===== config.mk =====
export PLATFORM = sky130hd
export DESIGN_NAME = pwm_capture
export DESIGN_NICKNAME = d
export VERILOG_FILES = /design/src/rtl/pwm_capture.sv
export SDC_FILE = /design/constraint.sdc
export NUM_CORES = 1
export LEC_CHECK = 0
export ABC_CLOCK_PERIOD_IN_PS = 4630
export CAP_MARGIN = 40
export CORE_ASPECT_RATIO = 0.75
export CORE_MARGIN = 10
export CORE_UTILIZATION = 59
export CTS_CLUSTER_DIAMETER = 200
export DETAILED_ROUTE_END_ITERATION = 6
export PLACE_DENSITY = 0.83
export REMOVE_ABC_BUFFERS = 1
export SLEW_MARGIN = 0
export SYNTH_ARGS = -nofsm -noshare
export SYNTH_HDL_FRONTEND = slang
export SYNTH_SLANG_ARGS = --single-unit
export TNS_END_PERCENT = 5

===== constraint.sdc =====
create_clock -name clk -period 4.63 [get_ports clk]
set_clock_uncertainty 0.05 [all_clocks]
set_input_delay 0.926 -clock clk [delete_from_list [all_inputs] [get_ports clk]]
set_output_delay 0.926 -clock clk [all_outputs]
set_load 0.02 [all_outputs]

===== src/rtl/pwm_capture.sv =====
// PWM period / active-time capture, results in "cycles minus one" encoding.
// Optional glitch filter on the synchronised input: define PWM_CAPTURE_FILTER_EN.
`timescale 1ns/1ps
module pwm_capture #(
    parameter bit POLARITY    = 1'b1,
    parameter int CNT_W       = 16,
    parameter int SYNC_STAGES = 2
) (
    input  logic             clk,
    input  logic             rstn,
    input  logic             pwm_in,
    input  logic             capture_enable,
    output logic [CNT_W-1:0] period_o,
    output logic [CNT_W-1:0] half_o,
    output logic [CNT_W-1:0] period_count_o,
    output logic             result_valid_o,
    output logic             timeout_o,
    output logic             busy_o
);
    typedef enum logic [1:0] {IDLE, WAIT_EDGE, MEASURE} state_t;

    logic [SYNC_STAGES-1:0] sync_q;
    logic                   sync_out;
    logic                   s;
    logic                   s_dly_q;
    logic                   ae;

    state_t                 state_q;
    logic [CNT_W-1:0]       cnt_q;
    logic [CNT_W-1:0]       hi_q;
    logic [CNT_W-1:0]       period_q;
    logic [CNT_W-1:0]       half_q;
    logic [CNT_W-1:0]       count_q;
    logic                   valid_q;
    logic                   timeout_q;
    logic                   busy_q;
    logic                   en_q;

    always_ff @(posedge clk or negedge rstn) begin
        if (!rstn) begin
            sync_q <= {SYNC_STAGES{~POLARITY}};
        end else begin
            sync_q <= {sync_q[SYNC_STAGES-2:0], pwm_in};
        end
    end

    assign sync_out = sync_q[SYNC_STAGES-1];

`ifdef PWM_CAPTURE_FILTER_EN
    logic [1:0] hist_q;
    logic       filt_q;

    // Level is accepted once the current sample and the two before it agree.
    always_ff @(posedge clk or negedge rstn) begin
        if (!rstn) begin
            hist_q <= {2{~POLARITY}};
            filt_q <= ~POLARITY;
        end else begin
            hist_q <= {hist_q[0], sync_out};
            if (sync_out == hist_q[0] && sync_out == hist_q[1]) begin
                filt_q <= sync_out;
            end
        end
    end

    assign s = filt_q;
`else
    assign s = sync_out;
`endif

    always_ff @(posedge clk or negedge rstn) begin
        if (!rstn) begin
            s_dly_q <= ~POLARITY;
        end else begin
            s_dly_q <= s;
        end
    end

    assign ae = (s == POLARITY) && (s_dly_q != POLARITY);

    always_ff @(posedge clk or negedge rstn) begin
        if (!rstn) begin
            state_q   <= IDLE;
            cnt_q     <= '0;
            hi_q      <= '0;
            period_q  <= '0;
            half_q    <= '0;
            count_q   <= '0;
            valid_q   <= 1'b0;
            timeout_q <= 1'b0;
            busy_q    <= 1'b0;
            en_q      <= 1'b0;
        end else begin
            en_q      <= capture_enable;
            valid_q   <= 1'b0;
            timeout_q <= 1'b0;
            // Disable overrides everything, including a coincident active edge.
            if (!capture_enable) begin
                state_q <= IDLE;
                busy_q  <= 1'b0;
                cnt_q   <= '0;
                hi_q    <= '0;
            end else begin
                case (state_q)
                    IDLE: begin
                        cnt_q <= '0;
                        hi_q  <= '0;
                        if (!en_q) begin
                            count_q <= '0;
                            state_q <= WAIT_EDGE;
                        end
                    end
                    WAIT_EDGE: begin
                        if (ae) begin
                            cnt_q   <= '0;
                            hi_q    <= '0;
                            state_q <= MEASURE;
                            busy_q  <= 1'b1;
                        end
                    end
                    MEASURE: begin
                        if (ae) begin
                            period_q <= cnt_q;
                            half_q   <= hi_q;
                            valid_q  <= 1'b1;
                            count_q  <= count_q + CNT_W'(1);
                            cnt_q    <= '0;
                            hi_q     <= '0;
                        end else if (&cnt_q) begin
                            timeout_q <= 1'b1;
                            state_q   <= WAIT_EDGE;
                            busy_q    <= 1'b0;
                        end else begin
                            cnt_q <= cnt_q + CNT_W'(1);
                            if (s == POLARITY) begin
                                hi_q <= hi_q + CNT_W'(1);
                            end
                        end
                    end
                    default: begin
                        state_q <= IDLE;
                        busy_q  <= 1'b0;
                    end
                endcase
            end
        end
    end

    assign period_o       = period_q;
    assign half_o         = half_q;
    assign period_count_o = count_q;
    assign result_valid_o = valid_q;
    assign timeout_o      = timeout_q;
    assign busy_o         = busy_q;
endmodule


## Word level (Yosys, flattened, before mapping)

Index checks and enable logic that the tools add are counted.

| cells by class | value |
|---|---|
| eq/ne operators | 12 |
| bitwise operators | 1 |
| add/sub/neg operators | 3 |
| muxes and demuxes | 31 |
| reduce and logical (&&, ||, !) cells | 10 |

Operators with widths:

| kind | number |
|---|---|
| 16-bit two-way mux | 10 |
| 16-bit case mux with 3 select lines | 2 |
| 16-bit by 1-bit adder with 16-bit output (second input constant) | 3 |
| 16-bit case mux with 2 select lines | 1 |
| 16-bit AND reduction | 1 |
| 4-bit AND reduction | 4 |
| 3-bit != test (second input constant) | 4 |
| 1-bit two-way mux | 11 |
| 2-bit two-way mux | 5 |
| 4-bit != test (second input constant) | 2 |
| 2-bit != test (second input constant) | 3 |
| 2-bit case mux with 3 select lines | 1 |
| 3-bit AND reduction | 2 |
| 4-bit by 1-bit != test with 1-bit output (second input constant) | 1 |
| 1-bit case mux with 3 select lines | 1 |
| 2-bit by 1-bit equality test with 1-bit output (second input constant) | 1 |
| 2-bit equality test (second input constant) | 1 |
| 2-bit zero test | 1 |
| 2-bit nonzero test | 1 |
| 1-bit logical AND | 1 |
| 1-bit inverter | 1 |

| word-level totals | value |
|---|---|
| register bits | 89 |

## Depth between registers and ports, before layout

| depth | value |
|---|---|
| word-level depth | 6 |
| gate-level depth with buffers | 9 |
| gate-level depth less buffers | 7 |

## Worst setup path before layout

OpenSTA, ideal clock, no wires.

| timing path | value |
|---|---|
| path type | input port to flip-flop |
| start | in capture_enable |
| end | reg count_q[11] (netlist: period_count_o[11]) |
| data arrival time | 2.456 ns |
| data required time | 4.503 ns |
| setup time | 0.077 ns |
| slack | 2.046 ns |
| stages | 5 |
| path through | a21bo_2 a2111oi_4 nand3_4 or4_1 a21oi_1 |

| between the ends | value |
|---|---|
| word-level cells in the longest chain between the ends | 1 |

RTL lines:

| item | line | RTL |
|---|---|---|
| start: declaration | 12 | `input logic capture_enable,` |
| 4-bit AND reduction (no line) | -- |  |
| end signal: assignment | 126 | `count_q <= count_q + CNT_W'(1);` |
| end: declaration | 33 | `logic [CNT_W-1:0] count_q;` |

Every way passes these cells.
A chain may end at the register's enable or synchronous reset.

## Worst setup path after layout

Same ends and word-level chain as after synthesis.

==> impl_metrics.env <==
export IMPL_run_status="completed"
export IMPL_p_comb_frac=0.176
export IMPL_grt_max_degree=52
export IMPL_rows=26
export IMPL_period_share=0.6876
export IMPL_yosysUniqueCellTypes=55
export IMPL_startpoint="capture_enable"
export IMPL_hold_path_class="register to register"
export IMPL_required_ns=4.87
export IMPL_synth_seq_cells=89
export IMPL_synth_area_sq_mm=0.004243
export IMPL_port_buffers=54
export IMPL_fin_tns_setup_ns=0
export IMPL_antenna_left=0
export IMPL_worstMarginPinSlew_ns=0.6750
export IMPL_synthFlopType="dfrtp_1"
export IMPL_finalHoldWorstSlack_ns=0.3031
export IMPL_avgSynthCellArea_sq_um=9.387
export IMPL_die_x_microns=117.9
export IMPL_dp_hpwl_microns=6864
export IMPL_clkPwrFrac=0.364
export IMPL_p_leak_uw=0.002280
export IMPL_final_cell_area_sq_mm=0.005102
export IMPL_yosys_warnings=0
export IMPL_seqPwrFrac=0.461
export IMPL_crit_path_end_kind="register"
export IMPL_fin_ws_ns=1.446
export IMPL_multi_input_comb_area_sq_mm=0.001868
export IMPL_cp_arrival_ns=3.42
export IMPL_slowest_stage="clkdlybuf4s50_1"
export IMPL_core_area_sq_mm=0.006897
export IMPL_rsz0062_at_grt="no"
export IMPL_drtPass1Iterations=5
export IMPL_drt_initial_drc_count=330
export IMPL_cts_setup_buffers=0
export IMPL_post_route_util=0.7398
export IMPL_cts_tree="built"
export IMPL_ios=55
export IMPL_clkLatencyLatePin_ns=0.37
export IMPL_cap_violations=0
export IMPL_fillers=505
export IMPL_syn_to_final_growth_pct=20.26
export IMPL_num_vias=3697
export IMPL_fmax_ghz=0.3141
export IMPL_crit_type="primary input to register"
export IMPL_powerDensity_mw_per_mm2=346.2
export IMPL_dieArea_sq_mm=0.01102
export IMPL_grt_pass1_wl_microns=17560
export IMPL_clock_path_buffers=2
export IMPL_grt_pass1_vias=3555
export IMPL_yosysSeqAreaShare=0.5249
export IMPL_wl_per_cell_microns=16.84
export IMPL_regArea_sq_mm=0.002227
export IMPL_grt_antenna_before_repair=0
export IMPL_clkTransAtPathRegs_ns=0.09
export IMPL_path_buf_inv=1
export IMPL_p_int_uw=1259
export IMPL_slew_headroom=0.5500
export IMPL_ctsHoldBuffers=0
export IMPL_viasPerCell=6.121
export IMPL_finalSetupViolCount=0
export IMPL_slowest_delay_ns=0.69
export IMPL_place_area_sq_mm=0.004861
export IMPL_wl_microns=10170
export IMPL_place_ws_ns=1.131
export IMPL_period_minus_slack_ns=3.184
export IMPL_cp_max_fo=13
export IMPL_route_detailed_drc=0
export IMPL_min_from="sync_q[0]"
export IMPL_crit_family="compound AO/OA/AOI/OAI gates"
export IMPL_start_util=0.6152
export IMPL_startpoint_type="primary input"
export IMPL_grt_overflow=0
export IMPL_ir_drop_v=0.0002262
export IMPL_ctsResizeCount=0
export IMPL_drv_slew=0
export IMPL_track_usage=0.1886
export IMPL_synth_edff_count=0
export IMPL_netlist_instances=452
export IMPL_hold_viol=0
export IMPL_p_sw_uw=507.5
export IMPL_diodes=0
export IMPL_rr_startpoint="state_q[0]"
export IMPL_cts_made_buffers=9
export IMPL_fin_nets=512
export IMPL_cp_cell_sequence="clkdlybuf4s50_1 -> a21bo_2 -> a2111oi_4 -> nand3_4 -> or4_1 -> a21oi_1"
export IMPL_drive_gt1_frac=0.07312
export IMPL_die_h_microns=93.44
export IMPL_switching_share=0.2873
export IMPL_synthArstFlopShare=1.000
export IMPL_htreeDepth=3
export IMPL_cts_root_buffer="clkbuf_8"
export IMPL_cts_sinks=89
export IMPL_gp_congestion=0.8832
## path summary, 6_finish.rpt
kind / to / slack (ns) / depth (start not counted)
min in group asynchronous: period_count_o[8] / 0.53 / 1
setup reg to reg: period_count_o[11] / 1.78 / 7
setup / recovery: period_count_o[11] / 1.45 / 6
hold / removal: sync_q[1] / 0.30 / 0
hold reg to reg: sync_q[1] / 0.30 / 0
max in group asynchronous: hi_q[1] / 3.05 / 2
## flip-flops by register name, summed over array words and instances (netlist names), 2 cells and up
register        count
period_o           16
hi_q               16
cnt_q              16
period_count_o     16
state_q             2
half_o             16
sync_q              2
## power by group through the flow
stage / logic, uW / registers, uW / clock network [uW]
floorplan: 182 / 833 / 0
global placement: 295 / 828 / 0
detailed placement: 305 / 829 / 0
CTS: 308 / 813 / 650
global route: 345 / 816 / 681
finish: 310 / 813 / 642
## Yosys cell counts, types with 11 or more instances
library cell	instances	share of area
dfrtp_1	89	0.52
nor2_1	21	0.019
inv_1	13	0.012
o21ai_0	27	0.032
clkbuf_1	16	0.014
nand2_1	109	0.096
nand4_1	13	0.019
a31oi_1	23	0.034
nand3_1	12	0.014
a21oi_1	19	0.022
or3_1	11	0.016
## through the flow
stage | instances | total power, uW
3_3_place_gp | 588 | 1123
4_1_cts | 604 | 1771
2_1_floorplan | 429 | 1016
3_5_place_dp | 588 | 1133
5_1_grt | 604 | 1842
6_report | 604 | 1766
## cell families after synthesis
logic type / share of synthesized area
adder cells (fa/ha/maj): 0.02064
buffers and inverters: 0.03627
XOR/XNOR: 0.02064
flip-flops: 0.5249
multiplexers: 0.01003
AND/OR/NAND/NOR: 0.2138
AO/OA/AOI/OAI: 0.1737
## cell usage in the layout (no fill, tap or decap), types with 7 or more instances in the layout
| cell type | instances |
|---|---|
| a21oi_1 | 19 |
| a31oi_1 | 23 |
| and3_1 | 7 |
| buf_4 | 8 |
| clkbuf_8 | 9 |
| clkdlybuf4s50_1 | 53 |
| dfrtp_1 | 89 |
| ha_1 | 7 |
| inv_1 | 13 |
| nand2_1 | 109 |
| nand3_1 | 12 |
| nand4_1 | 13 |
| nor2_1 | 21 |
| nor3_1 | 7 |
| o21ai_0 | 27 |
| or3_1 | 11 |
| xor2_1 | 7 |
## final cells by class
type / count / share of cell area
multi-input combinational: 326 / 0.3661
clock buffer: 9 / 0.02428
sequential: 89 / 0.4365
inverter: 14 / 0.01030
tap: 98 / 0.02403
timing repair buffer: 61 / 0.1157
clock inverter: 7 / 0.02305
## layer usage
layer / vias up / part of all wire / track usage
met2: 158 / 0.47 / 0.3019
li1: 1712 / - / -
met1: 1813 / 0.44 / 0.2457
met4: 0 / 0.010 / 0.04209
met5: - / 0 / 0
met3: 14 / 0.086 / 0.06186
Note: power is estimated with default switching activity, not from simulation.
==> edit 1: new RTL, config.mk and constraints unchanged <==
`SYNC_STAGES`: 2 -> 4.
--- a/src/rtl/pwm_capture.sv
+++ b/src/rtl/pwm_capture.sv
@@ -5,5 +5,5 @@
     parameter bit POLARITY    = 1'b1,
     parameter int CNT_W       = 16,
-    parameter int SYNC_STAGES = 2
+    parameter int SYNC_STAGES = 4
 ) (
     input  logic             clk,
Function: changed (Yosys sat finds a counterexample within 4 cycles, from zero or initial values and one cycle with rstn low).
==> edit 1 against the original RTL <==
- area after synthesis decreased by 0.24%
- wire length decreased by 12%
- sequential cell count increased by 2
- critical path depth unchanged
- power decreased by 9.4%
- final cell count decreased by 9.3%
- final area decreased by 1.8%
- setup slack improved by 0.11 ns
- highest routed layer unchanged
==> edit 1: results (changes against the original RTL) <==
outcome:
  outcome: "finished, final reports clean"
worst_hold_path:
  hp-start: "sync_q[1]$_DFF_PN0_"
  whs_path_depth: 0  # unchanged
  min_to: "sync_q[2]$_DFF_PN0_"
synth:
  ys_seq_area_share_pct: 53.8  # +1.3 points
  yosysUniqueCellTypes: 44  # -20%
  syn_inst: 395  # -13%
  netlist_top_cells_area: "dfrtp_1 (54%), mux2_2 (8.8%), o21ai_0 (3.8%)"
  synthArstFlopShare_pct: 100  # unchanged
  synthTopCellsByCount: "dfrtp_1 (91), nor2_1 (41), nand2_1 (35)"
setup_path:
  worst-r2r-setup-slack_ns: 1.83  # +0.05 ns
  rr_endpoint: "cnt_q[3]$_DFFE_PN0P_"
  cp-endpoint: "cnt_q[3]$_DFFE_PN0P_"
  cp.arrival_ns: 3.28  # -0.14 ns
placement:
  place_inst: 532  # -9.5%
  dp_hpwl_mm: 6.32  # -8.0%
  routabilityCongestion: 0.916  # +3.7%
  dpl_cell_area_um2: 4840  # -0.46%
global_routing:
  use_met2_pct: 26.8  # -3.4 points
  grt_max_degree: 56  # +7.7%
  grt_pass1_wl_mm: 15.7  # -11%
  gr-usage-met3_pct: 6.01  # -0.18 points
  grt_pass1_vias: 3231  # -9.1%
  use_met1_pct: 21.6  # -3.0 points
power_and_ir_drop:
  power_leakage_nw: 2.26  # -1.1%
  powerDensity_nw_per_um2: 320  # -7.7%
  ir_drop_mv: 0.229  # +1.3%
finish:
  final-instance-count-excl-fill: 548  # -9.3%
  fin_nets: 456  # -11%
  layout-drive-gt1-share_pct: 13.6  # +6.2 points
sta:
  slew_headroom_pct: 53.6  # -1.4 points
  max_freq_ghz: 0.325  # +3.5%
detailed_routing:
  viasPerCell: 5.84  # -4.6%
  wl_per_cell_um: 16.3  # -3.1%
  drt_iter0_markers: 149  # -55%
## edit 1: worst max-delay path, stage by stage
cell and delay, ns:
clkdlybuf4s50_1 0.69, and2_1 0.28, nand2_1 0.43, o21ai_2 0.67
o21ai_0 0.19, o41ai_1 0.09
## edit 1: power breakdown
group          internal (mW)  switching (mW)  total (mW)
combinational         0.0940           0.208       0.302
clock                  0.195           0.275       0.470
sequential             0.812          0.0163       0.828
## edit 1: logic make-up (layout without fill, tap and decap cells)
family                     after synthesis  count (layout)  synth area share (%)
AOI/OAI and AO/OA                       75              75                  11.4
xor gates and xnor gates                14              14                  2.90
adders and majority gates                7               7                  2.07
buffers and inverters                   24              79                  2.60
DFF                                     91              91                  53.8
muxes                                   35              35                  9.25
and+or+nand+nor                        149             149                  18.0
## edit 1: layout make-up
cell class	count	area share [%]
flip-flops and latches	91	45.5
multi-input cells	280	37.0
repair buffers	58	11.3
clock buffers	10	2.55
well taps	98	2.45
clock inverters	6	0.849
inverters	5	0.375
## edit 1: layer usage
| metal | share of wire [%] | routed length [µm] |
|---|---|---|
| met3 | 8.1 | 728 |
| met4 | 1.0 | 89 |
| met1 | 46 | 4070 |
| met2 | 45 | 4050 |
| met5 | 0 | 0 |
## edit 1: stage by stage
step	setup slack, ns	hold slack [ns]
final	1.55	0.312
after global routing	1.33	0.328
after CTS	1.62	0.317
after detailed placement	1.24	0.292
after global placement	1.30	0.283
after floorplan	2.16	0.281
==> edit 2: new RTL, same flow settings <==
Made on the original files. Register the inputs `pwm_in` and `capture_enable` before use, with the module's reset. The logic sees them one clock later.
--- a/src/rtl/pwm_capture.sv
+++ b/src/rtl/pwm_capture.sv
@@ -19,4 +19,17 @@
 );
     typedef enum logic [1:0] {IDLE, WAIT_EDGE, MEASURE} state_t;
+
+    logic pwm_q;
+    logic capture_enable_q;
+
+    always_ff @(posedge clk or negedge rstn) begin
+        if (!rstn) begin
+            pwm_q            <= '0;
+            capture_enable_q <= '0;
+        end else begin
+            pwm_q            <= pwm_in;
+            capture_enable_q <= capture_enable;
+        end
+    end
 
     logic [SYNC_STAGES-1:0] sync_q;
@@ -41,5 +54,5 @@
             sync_q <= {SYNC_STAGES{~POLARITY}};
         end else begin
-            sync_q <= {sync_q[SYNC_STAGES-2:0], pwm_in};
+            sync_q <= {sync_q[SYNC_STAGES-2:0], pwm_q};
         end
     end
@@ -92,9 +105,9 @@
             en_q      <= 1'b0;
         end else begin
-            en_q      <= capture_enable;
+            en_q      <= capture_enable_q;
             valid_q   <= 1'b0;
             timeout_q <= 1'b0;
             // Disable overrides everything, including a coincident active edge.
-            if (!capture_enable) begin
+            if (!capture_enable_q) begin
                 state_q <= IDLE;
                 busy_q  <= 1'b0;
Behaviour: not the same (Yosys sat finds a counterexample within 4 cycles, from zero or initial values and one cycle with rstn low).
==> edit 2 against the original RTL <==
- setup slack gained 0.48 ns
- first-iteration DRC count shrank 15%
- clock power shrank 19%
- sequential cell count grew 2
- core utilization shrank 2.7 points
- wire length grew 0.73%
- count of clock-buffer cells in the layout grew 3
- final area grew 2.0%
- power shrank 5.2%
- area after synthesis grew 3.5%
- largest power group unchanged
==> edit 2: results (changes against the original RTL) <==
outcome:
  outcome: "finished, final reports clean"
setup_path:
  r2r_cells: 5  # -2
  crit_path_max_incr_delay_ns: 0.75  # +0.06 ns
  cp.arrival_ns: 2.89  # -0.53 ns
  crit_fanout: 19  # +6
  rr_endpoint: "half_o[2]$_DFFE_PN0P_"
  cpMaxStageDelayCell: "nand3_1"
  cpLargestDelayFamily: "simple AND/OR/NAND/NOR gates"
  startpoint_type: "register"
  worst-r2r-setup-slack_ns: 1.93  # +0.15 ns
global_routing:
  grt_pass1_vias: 3470  # -2.4%
  grt_pass1_wl_mm: 17.2  # -2.2%
  grt_max_degree: 55  # +5.8%
  grt_util_all_layers_pct: 18.4  # -0.45 points
synth:
  ys_warn_count: 0  # unchanged
  synthTopCellsByCount: "dfrtp_1 (91), o21ai_0 (40), nor2_1 (34)"
  synthArstFlopShare_pct: 100  # unchanged
  netlist_top_cells_area: "dfrtp_1 (52%), mux2_2 (7.4%), o21ai_0 (4.6%)"
  ys_seq_area_share_pct: 51.9  # -0.64 points
  yosysUniqueCellTypes: 51  # -7.3%
  syn_inst: 422  # -6.6%
detailed_routing:
  via_count: 3588  # -2.9%
  first_pass_iters: 5  # unchanged
  drt_iter0_markers: 280  # -15%
  wl_per_cell_um: 17.6  # +4.7%
power_and_ir_drop:
  combPwrFrac_pct: 18.8  # +1.2 points
  swShare_pct: 30.3  # +1.6 points
  seqPwrFrac_pct: 50.3  # +4.2 points
  powerDensity_nw_per_um2: 322  # -7.0%
  power_leakage_nw: 2.27  # -0.67%
  ir_drop_mv: 0.249  # +10%
sta:
  slew_headroom_pct: 41.7  # -13 points
  holdWs_ns: 0.304  # +0.00125 ns
  max_freq_ghz: 0.370  # +18%
placement:
  dp_hpwl_mm: 7.29  # +6.3%
  io_buffers: 54  # unchanged
  place_inst: 565  # -3.9%
  routabilityCongestion: 0.958  # +8.5%
  dpl_cell_area_um2: 5020  # +3.2%
clocking:
  root_buffer: "clkbuf_8"
  cts.repair.resized: 0  # unchanged
  numCtsBuffers: 9  # unchanged
  cts_max_path_buffers: 2  # unchanged
  clk_latency_ns: 0.36
  clk_pin_slew_ns: 0.08
finish:
  final-instance-count-excl-fill: 581  # -3.8%
  fin_nets: 486  # -5.1%
  fillCellCount: 532  # +5.3%
  antenna_cells: 0  # unchanged
  layout-drive-gt1-share_pct: 12.1  # +4.8 points
worst_hold_path:
  min_to: "sync_q[1]$_DFF_PN0_"
  hold_path_class: "reg -> reg"
-- edit 2: changes by cell type after synthesis, moves of 7 or more --
cell,delta
nand3_1,+8
clkbuf_1,-8
mux2_2,+27
nor2_1,+13
a31oi_1,-8
nand2_1,-80
o21ai_0,+13
or3_1,-7
nand4_1,+11
-- edit 2: area by class of cell --
cell class	count	area [µm²]	share of cell area [%]
flip-flops and latches	91	2280	43.8
multi-input cells	303	2000	38.4
repair buffers	58	568	10.9
clock buffers	12	135	2.60
well taps	101	126	2.43
clock inverters	4	51.3	0.986
inverters	12	45.0	0.866
-- edit 2: routing by layer --
metal  part of all wire [%]  up-vias  track usage (%)
li1                       -     1657                -
met1                     42     1723             23.3
met2                     46      184             28.7
met3                     11       24             7.21
met4                    1.9        0             6.01
met5                      0        -                0
-- edit 2: logic make-up after synthesis --
group	Yosys count	share of synthesized area, %
compound gates	96	13.3
mux	30	7.66
buf+inv	28	2.59
xor+xnor	13	2.59
fa+ha+maj	7	1.99
flops	91	51.9
simple gates	157	20.0
